==> src/rtl/timer_pkg.sv <==
// Shared widths, default moduli and terminal digit values for the timer chain.
// Imported by the BCD digit counters and the mod-60 stage.
package timer_pkg;

   localparam int UNITS_W = 4;
   localparam int TENS_W = 3;

   localparam int UNITS_MOD_DEF = 10;
   localparam int TENS_MOD_DEF = 6;

   localparam int UNITS_LAST = 9;
   localparam int TENS_LAST = 5;

endpackage

==> src/rtl/bcd_digit_counter.sv <==
// Single modulo-MOD digit with clear > load > enable > hold priority.
// Ports: clk, rst_n, en, clr, ld, ld_val[W] in; q[W], wrap out (wrap = en && q==MOD-1).
module bcd_digit_counter
   import timer_pkg::*;
#(
   parameter int MOD = UNITS_MOD_DEF,
   parameter int W = UNITS_W
) (
   input  logic         clk,
   input  logic         rst_n,
   input  logic         en,
   input  logic         clr,
   input  logic         ld,
   input  logic [W-1:0] ld_val,
   output logic [W-1:0] q,
   output logic         wrap
);

   localparam logic [W-1:0] LAST = W'(MOD - 1);
   localparam logic [W-1:0] MODV = W'(MOD);

   logic at_last;
   logic [W-1:0] ld_safe;

   assign at_last = (q == LAST);
   assign wrap = en && at_last;

   // Out-of-range loads collapse to zero so q never leaves 0..MOD-1.
   assign ld_safe = (ld_val < MODV) ? ld_val : '0;

   always_ff @(posedge clk or negedge rst_n) begin
      if (!rst_n) begin
         q <= '0;
      end else if (clr) begin
         q <= '0;
      end else if (ld) begin
         q <= ld_safe;
      end else if (en) begin
         q <= at_last ? '0 : q + 1'b1;
      end
   end

endmodule

==> src/rtl/mod60_bcd_counter.sv <==
// Two-digit BCD modulo-60 counter (00..59) with ripple carry for the timer chain.
// Ports: clk, rst_n, en, clr in; units[4], tens[3], tc, carry_out out.
// With BCD60_LOAD_EN defined, adds ld, ld_units[4], ld_tens[3] parallel load inputs.
module mod60_bcd_counter
   import timer_pkg::*;
#(
   parameter int UNITS_MOD = UNITS_MOD_DEF,
   parameter int TENS_MOD = TENS_MOD_DEF
) (
   input  logic              clk,
   input  logic              rst_n,
   input  logic              en,
   input  logic              clr,
`ifdef BCD60_LOAD_EN
   input  logic              ld,
   input  logic [UNITS_W-1:0] ld_units,
   input  logic [TENS_W-1:0] ld_tens,
`endif
   output logic [UNITS_W-1:0] units,
   output logic [TENS_W-1:0] tens,
   output logic              tc,
   output logic              carry_out
);

   localparam logic [UNITS_W-1:0] U_LAST = UNITS_W'(UNITS_MOD - 1);
   localparam logic [TENS_W-1:0] T_LAST = TENS_W'(TENS_MOD - 1);

   logic              ld_i;
   logic [UNITS_W-1:0] ld_u_i;
   logic [TENS_W-1:0] ld_t_i;
   logic              units_wrap;
   logic              tens_wrap;

`ifdef BCD60_LOAD_EN
   assign ld_i = ld;
   assign ld_u_i = ld_units;
   assign ld_t_i = ld_tens;
`else
   assign ld_i = 1'b0;
   assign ld_u_i = '0;
   assign ld_t_i = '0;
`endif

   bcd_digit_counter #(
      .MOD(UNITS_MOD),
      .W  (UNITS_W)
   ) u_units (
      .clk   (clk),
      .rst_n (rst_n),
      .en    (en),
      .clr   (clr),
      .ld    (ld_i),
      .ld_val(ld_u_i),
      .q     (units),
      .wrap  (units_wrap)
   );

   // Tens steps only on the units 9->0 edge.
   bcd_digit_counter #(
      .MOD(TENS_MOD),
      .W  (TENS_W)
   ) u_tens (
      .clk   (clk),
      .rst_n (rst_n),
      .en    (units_wrap),
      .clr   (clr),
      .ld    (ld_i),
      .ld_val(ld_t_i),
      .q     (tens),
      .wrap  (tens_wrap)
   );

   assign tc = (units == U_LAST) && (tens == T_LAST);
   assign carry_out = en && tc;

   logic unused_ok;
   assign unused_ok = tens_wrap;

endmodule

==> config.mk <==
export PLATFORM = sky130hd
export DESIGN_NAME = mod60_bcd_counter
export DESIGN_NICKNAME = d
export VERILOG_FILES = /design/src/rtl/timer_pkg.sv /design/src/rtl/bcd_digit_counter.sv /design/src/rtl/mod60_bcd_counter.sv
export SDC_FILE = /design/constraint.sdc
export NUM_CORES = 1
export LEC_CHECK = 0
export BUFFER_PORTS_ARGS = -buffer_cell sky130_fd_sc_hd__buf_2
export CORE_AREA = 2 2 39 41
export DETAILED_ROUTE_END_ITERATION = 8
export DIE_AREA = 0 0 41 43
export HOLD_SLACK_MARGIN = 0.08
export SYNTH_ARGS = -nofsm -noshare
export SYNTH_HDL_FRONTEND = slang
export SYNTH_SLANG_ARGS = --single-unit
==> constraint.sdc <==
create_clock -name clk -period 1.6 [get_ports clk]
set_clock_uncertainty 0.1 [all_clocks]
set_input_delay 0.32 -clock clk [delete_from_list [all_inputs] [get_ports clk]]
set_output_delay 0.32 -clock clk [all_outputs]
set_load 0.02 [all_outputs]
# After elaboration in Yosys (flattened, before gate mapping)
# Index checks and enable logic that the tools add are counted.
# W data, S select, Z words.
# op_classes
addsub	2
mul	0
div_mod_pow	0
magnitude_cmp	0
eq_ne	2
n_shift	0
mux	6
bitwise	0
reduce_logical	5
# ops
operator	count
$mux W4	3
$mux W3	3
$add A4 B1 Y4 const B	1
$eq A4 B4 Y1 const B	1
$reduce_bool A2 Y1	2
$add A3 B1 Y3 const B	1
$eq A3 B3 Y1 const B	1
$logic_and A1 B1 Y1	3
# word_totals
register_bits	7
latch_bits	0
ram_bits	0
romBits	0
out_inout_bits	9
n_memories	0

# Longest topological paths before layout
# Gate-level depths: netlist (run 1).
# depth
ltp_word	4
depth_mapped	5

# Modules after synthesis
# From an unflattened synthesis (run 1), not the netlist that was laid out.
# unflattened
hier_cells	56
hier_area_um2	508.0
# modules_own_cells
module	n_inst	cells_per_inst	area_each_um2
bcd_digit_counter at u_units	1	33	295.3
bcd_digit_counter at u_tens	1	18	173.9
mod60_bcd_counter	1	5	38.8

# Worst setup path before layout (run 1)
# No wires, ideal clock.
# synth_timing
path_type	reg2reg
startpoint	register u_units.q[1]
endpoint	register u_units.q[2]
setup_ns	0.077
arrival_time_ns	1.457
required_ns	1.423
path_slack_ns	-0.034
stages_incl_launch_ff	6
path_buffers	0
synth_period_minus_slack_ns	1.634
cell_sequence	dfrtp_1 -> inv_1 -> ha_1 -> nand3b_1 -> or3b_2 -> a21oi_1
# synth_between
elab_chain_cells	4
elab_cells_between_ends	5
# synth_lines
element	line_no	rtl
start, declared	bcd_digit_counter.sv:15	output logic [W-1:0] q,
start signal, assigned	bcd_digit_counter.sv:37	q <= ld_safe;
start signal, assigned	bcd_digit_counter.sv:39	q <= at_last ? '0 : q + 1'b1;
$add A4 B1 Y4 / $eq A4 B4 Y1 (equally long branches)	bcd_digit_counter.sv:39, bcd_digit_counter.sv:25	
$mux W4 (*)	bcd_digit_counter.sv:39	
$mux W4 (*)	bcd_digit_counter.sv:38	end else if (en) begin
$mux W4 (*)	bcd_digit_counter.sv:34	end else if (clr) begin
# Every way passes the cells marked *; elsewhere a longest branch is shown, timed or not. The select of a mux whose other input is x is not followed.
# A chain may end at the register's enable or synchronous reset.

# Worst setup path after layout (run 1)
# layout_timing
startpoint	register u_units.q[1]
endpoint	output carry_out
# layout_between
elab_chain_cells	3
# layout_lines
element	line_no	rtl
$eq A4 B4 Y1	mod60_bcd_counter.sv:73	assign tc = (units == U_LAST) && (tens == T_LAST);
$logic_and A1 B1 Y1	mod60_bcd_counter.sv:73	
$logic_and A1 B1 Y1	mod60_bcd_counter.sv:74	assign carry_out = en && tc;
end, declared	mod60_bcd_counter.sv:22	output logic carry_out
# No other way between the ends.

==> results.md, run 1 <==
* Reg clk slew, reported paths at 60 ps
* Final Core Density at 44.3%
* Clock sink count at 7
* Fmax at 0.595 GHz
* Worst-Skew Late Latency at 250 ps
* Crit start category: register
* Crit-path max cell delay at 400 ps
* Final Slew Violations at 0
* Final hold vios at 0
* Placer Congestion at 0.677
* CTS buffer count at 3
* CP cell instances: inv_2, ha_4, nand4b_4, nor2_2, buf_6
* Most common cell after layout, fill and taps aside: buf_2
* CTS H-Tree Depth at 1
* Full die area at 1760 um2
* CP max FO at 4
* Pre-CTS WS at 64.8 ps
* ANT nets after route at 0
* Synth Register Bits at 7
* I/O pin count at 13
* Final routed DRC violation total at 0
* Share of layout cells above drive strength 1 at 44.8%
* Hold crit path type: input port to register
* Port bufs at 12
* Global-route wire length before repair at 1660 um
* Setup CP Type: register to output pin
* PD cells at 667 nW/um2
* Max-slew headroom at 83.9%
* Routed WL at 1030 um
* Core area at 1380 um2
* Lkg Pwr at 0.288 nW
* Initial detailed-routing violation count at 1
* CP endpoint kind: output pin
* Final worst slack at -79.6 ps
* Commonest cells after routing, fill and taps aside: buf_2 (10), buf_4 (9), a21oi_1 (6), dfrtp_1 (6), nand2_1 (5)
* Cells after Synth at 42
* Final Critical Period at 1680 ps
* CTS tree: yes
* Via density per instance at 4.70
* Synth unique cells at 15
* WP buf/inv at 2
* Initial antenna violation count at 0
* Worst Tran Pin Value at 242 ps
* DIE HEIGHT at 43 um
* Routed len/inst at 12.4 um
* Vias at 390
* Post-layout net count at 74
* Final setup fails at 2
* Syn-to-layout area delta at 53.6%
* Mapped Avg Cell Area at 9.50 um2
* CTS Buffer Depth at 2
* Largest net degree at the start of global routing at 10
* Row cnt at 14
* Tcrit/Tclk final at 105%
* First-pass DRT Iterations at 4
* Status: complete, but fails checks
* Unrepaired setup endpoints after global routing: yes
* Die W at 41 um
* Synth Cell Area at 399 um2
* CP max stage cell: dfrtp_2
* Number of global-route vias before repair at 367
* Seq/Total Area, Yosys at 43.9%
* Crit path max-delay family: flip-flops
* Initial Util at 28.8%
* Diodes inserted at 0
* Fill cells at 134
* VDD IR-drop max at 300 uV
* Post-Syn Nets at 48
* WP data arrival at 1260 ps
* Critical path required time at 1180 ps
* Failing checks: negative setup slack
* CTS root buf: clkbuf_4
* Gr usage total at 13.9%
* Gr ovfl total at 0
* Post-DP HPWL at 682 um
* Max-cap violations at 0
* Synth Warn # at 0
## routing by layer
metal | vias to the layer above | GRT usage, % | wire, um
met5 | - | 0 | 0
met4 | 0 | 8.00 | 0
met3 | 0 | 3.14 | 38
met2 | 9 | 17.8 | 470
met1 | 176 | 20.6 | 517
li1 | 205 | - | -
## path summary, 6_finish.rpt
path / from / endpoint / slack [ps] / depth (start not counted)
min in group asynchronous: rst_n / u_tens.q[1] / 350 / 2
max: u_units.q[1] / carry_out / -80 / 5
max in group asynchronous: rst_n / u_units.q[1] / 860 / 2
min: clr / u_tens.q[1] / 210 / 2
max reg2reg: u_units.q[1] / u_tens.q[1] / 10 / 6
min reg2reg: u_tens.q[0] / u_tens.q[0] / 480 / 2
## cell type report
class | count | area, um2 | share of cell area, %
Multi-Input combinational cell | 33 | 244 | 39.8
Sequential cell | 7 | 176 | 28.8
Timing Repair Buffer | 21 | 139 | 22.7
Clock buffer | 4 | 26.3 | 4.29
Tap cell | 16 | 20.0 | 3.27
Inverter | 2 | 7.51 | 1.22
## timing repair
item,in CTS,in global routing
endpoints found under the hold margin,7,0
pin swaps,1,1
setup buffers,1,3
resized for setup,6,2
hold buffers,1,0
setup endpoints to repair,2,2
## power breakdown
part	internal (mW)	leakage (nW)	total (mW)	switching [mW]
Clock	0.0956	0.0150	0.167	0.0712
Sequential	0.181	0.0949	0.184	0.00331
Combinational	0.0269	0.178	0.0581	0.0312
Total	0.303	0.288	0.409	0.106
## synth_stat cells, drive strengths merged
library cell | instances | area, um2
nand2b | 2 | 12.5
or4 | 1 | 7.51
inv | 2 | 7.51
a21boi | 1 | 7.51
or3b | 1 | 8.76
nand4b | 2 | 23.8
nand3b | 4 | 30.0
ha | 2 | 25.0
and4b | 2 | 20.0
o21ai | 4 | 20.0
dfrtp | 7 | 175
nor2 | 2 | 7.51
a21oi | 7 | 35.0
nand2 | 5 | 18.8
## metrics by stage
stage	TNS (ps)	hold slack, ps	total power, mW	std cells	cell area [um2]
global placement	0	66.3	0.231	74	513
floorplan	-46.9	-75.6	0.206	42	403
detailed placement	0	69.2	0.231	74	513
finish	-156	214	0.409	83	613
global route	-355	221	0.435	83	613
CTS	-130	217	0.411	80	583
## state kept, by name (all words and copies together), names as in the netlist
signal	flops
u_tens.q	3
u_units.q	4
## logic make-up (layout without fill, tap and decap cells)
family | after synthesis | in the layout | share of synthesized area [%]
buffers and inverters | 2 | 27 | 1.88
adder cells (fa/ha/maj) | 2 | 2 | 6.27
AO/OA/AOI/OAI | 12 | 12 | 15.7
AND/OR/NAND/NOR | 19 | 19 | 32.3
flip-flops | 7 | 7 | 43.9
(Power assumes the default switching activity.)
==> run 2: changes to the inputs <==
- HOLD_SLACK_MARGIN: 0.08 -> default
- SYNTH_HIERARCHICAL: default -> 1
==> run 2 against run 1 <==
The run still ends with negative setup slack left. Critical path depth decreased by 1. Clock-buffer cell count did not move. First-iteration DRC count grew to 3.0 times the previous value. Clock power fell by 9%. Wire length grew 9.8%. Combinational power rose by 120%. Non-clock buffer count grew 1. Hold slack better by 37 ps. Via count up 33%. Largest power group unchanged. Highest routed layer unchanged.
==> results.md, run 2 <==
* Vias at 517 (+33%)
* Routed len/inst at 9.31 um (-25%)
* Die W at 41 um (unchanged)
* Global-route wire length before repair at 1860 um (+12%)
* Final setup fails at 3 (+1)
* Final routed DRC violation total at 0 (unchanged)
* Reg2reg path depth at 7 (+1)
* Cells after Synth at 55 (+31%)
* Diodes inserted at 0 (unchanged)
* Full die area at 1760 um2 (unchanged)
* ANT nets after route at 0 (unchanged)
* WP data arrival at 1270 ps (about the same)
* Post-layout net count at 112 (+51%)
* Syn-to-layout area delta at 67.3%
* Via density per instance at 4.27 (-9.1%)
* Failing checks: negative setup slack
* Number of global-route vias before repair at 472 (+29%)
* Most flops, register: u_units/q
* WHS Endpoint: u_units/q[2]
* Initial antenna violation count at 0 (unchanged)
* CTS tree: yes
* Gr ovfl total at 0 (unchanged)
* Final Non-Filler Cells at 121 (+46%)
* Fill cells at 132 (-1.5%)
* Row cnt at 14 (unchanged)
* Port bufs at 12 (unchanged)
* Placer Congestion at 0.695 (+2.6%)
* Lkg Pwr at 0.412 nW (+43%)
* Routed WL at 1130 um (+9.8%)
* Reg clk slew, reported paths at 50 ps (about the same)
* Synth Cell Area at 500 um2 (+25%)
* Final Slew Violations at 0 (unchanged)
* I/O pin count at 13 (unchanged)
* CP max FO at 2 (-2)
* Final Core Density at 60.5% (+16 points)
* VDD IR-drop max at 364 uV (+21%)
* Cell Count Post-Placement at 115 (+55%)
* Unrepaired setup endpoints after global routing: yes
* Final Critical Period at 1690 ps (+10.5 ps)
* Reg-to-Reg Start: u_units/q[1]
* CP endpoint kind: output pin
* Mapped Avg Cell Area at 9.10 um2 (-4.2%)
* Gr usage total at 16.2% (+2.2 points)
* CTS buffer count at 3 (unchanged)
* DIE HEIGHT at 43 um (unchanged)
* Final worst slack at -90.1 ps (-10.5 ps)
* Post-DP HPWL at 904 um (+33%)
* Largest net degree at the start of global routing at 9 (-1)
* Max-cap violations at 0 (unchanged)
* Setup slack, reg-to-reg at -40 ps (-50 ps)
* Tcrit/Tclk final at 106% (+0.66 points)
* Final hold vios at 0 (unchanged)
* Hold crit path type: input port to register
* End of the worst register-to-register path: u_tens/q[1]
* CTS Buffer Depth at 2 (unchanged)
* Worst-Skew Late Latency at 240 ps (about the same)
* Largest registers: u_units/q x4, u_tens/q x3
* Fmax at 0.592 GHz (-0.62%)
* CTS H-Tree Depth at 1 (unchanged)
* Max reg flops at 4 (unchanged)
* Most common cell after layout, fill and taps aside: conb_1
* Initial Util at 36.2% (+7.3 points)
* First-pass DRT Iterations at 3 (-1)
* Hold_sp: clr
* Share of layout cells above drive strength 1 at 32.4% (-12 points)
* Core area at 1380 um2 (unchanged)
* Clock sink count at 7 (unchanged)
* Commonest cells after routing, fill and taps aside: conb_1 (26), buf_2 (10), buf_6 (6)
* Status: complete, but fails checks
* PD cells at 575 nW/um2 (-14%)
* CTS root buf: clkbuf_4
* Setup CP Type: register to output pin
* Crit start category: register
* Critical path required time at 1180 ps (about the same)
* Initial detailed-routing violation count at 3 (+2)
* Worst hold path stage count at 2 (unchanged)
* Synth Warn # at 6 (+6)
==> run 2: cell count changes in the layout (fill, tap and decap cells not counted), moves of 2 or more <==
| cell | before | now |
|---|---|---|
| conb_1 | 0 | 26 |
| a221oi_1 | 0 | 3 |
| a21oi_1 | 6 | 4 |
| buf_6 | 1 | 6 |
| o21ai_0 | 4 | 2 |
| buf_4 | 9 | 5 |
==> run 2: stage by stage <==
stage                     worst slack, ps  cell area (um2)  TNS, ps  hold WS [ps]  power [mW]
after floorplan                      22.0              612        0         -75.6       0.270
after global placement               -170              748     -179          54.9       0.314
after detailed placement             -190              748     -208          58.2       0.314
after CTS                            -110              821     -270           233       0.485
after global routing                 -161              837     -514           244       0.520
final                               -90.1              837     -218           250       0.481
==> run 2: worst max-delay path, cell delays in order (launching register included) <==
cell     delay (ps)
dfrtp_2         420
buf_6           120
and3b_1         170
and2_2          190
buf_6           130
==> run 2: what timing repair did <==
| item | CTS | global route |
|---|---|---|
| pin swaps | 5 | 5 |
| buffers inserted | 1 | 0 |
| endpoints found under the setup margin | 4 | 6 |
| resized for setup | 8 | 3 |
| hold buffers | 1 | 0 |
| hold endpoints to repair | 7 | 0 |
==> run 2: where the power goes <==
part           total, mW  leakage (nW)  internal, mW  switching [mW]
logic              0.129         0.308        0.0594          0.0694
registers          0.200        0.0897         0.189          0.0111
clock network      0.152        0.0150        0.0947          0.0576
==> run 2: per-layer routing <==
layer / GRT usage, % / vias up / wire, um / part of all wire [%]
met4: 12.0 / 0 / 0 / 0
met2: 23.4 / 8 / 546 / 48
met5: 0 / - / 0 / 0
met1: 20.1 / 223 / 540 / 48
li1: - / 286 / - / -
met3: 3.14 / 0 / 40 / 3.5
==> run 2: area by class of cell <==
| type | count | area (um2) | area share, % |
|---|---|---|---|
| Multi-Input combinational cell | 70 | 440 | 52.6 |
| Tap cell | 16 | 20.0 | 2.39 |
| Timing Repair Buffer | 22 | 165 | 19.7 |
| Inverter | 2 | 7.51 | 0.897 |
| Sequential cell | 7 | 178 | 21.2 |
| Clock buffer | 4 | 26.3 | 3.14 |
==> run 2: worst max-delay path by stage <==
stage / from / end / depth (start not counted)
6_report: u_units/q[0] / tc / 4
5_1_grt: u_units/q[1] / carry_out / 4
4_1_cts: u_units/q[1] / carry_out / 4
3_5_place_dp: u_units/q[1] / u_tens/q[1] / 7
3_3_place_gp: u_units/q[1] / u_tens/q[1] / 7
2_1_floorplan: u_units/q[1] / u_tens/q[2] / 7
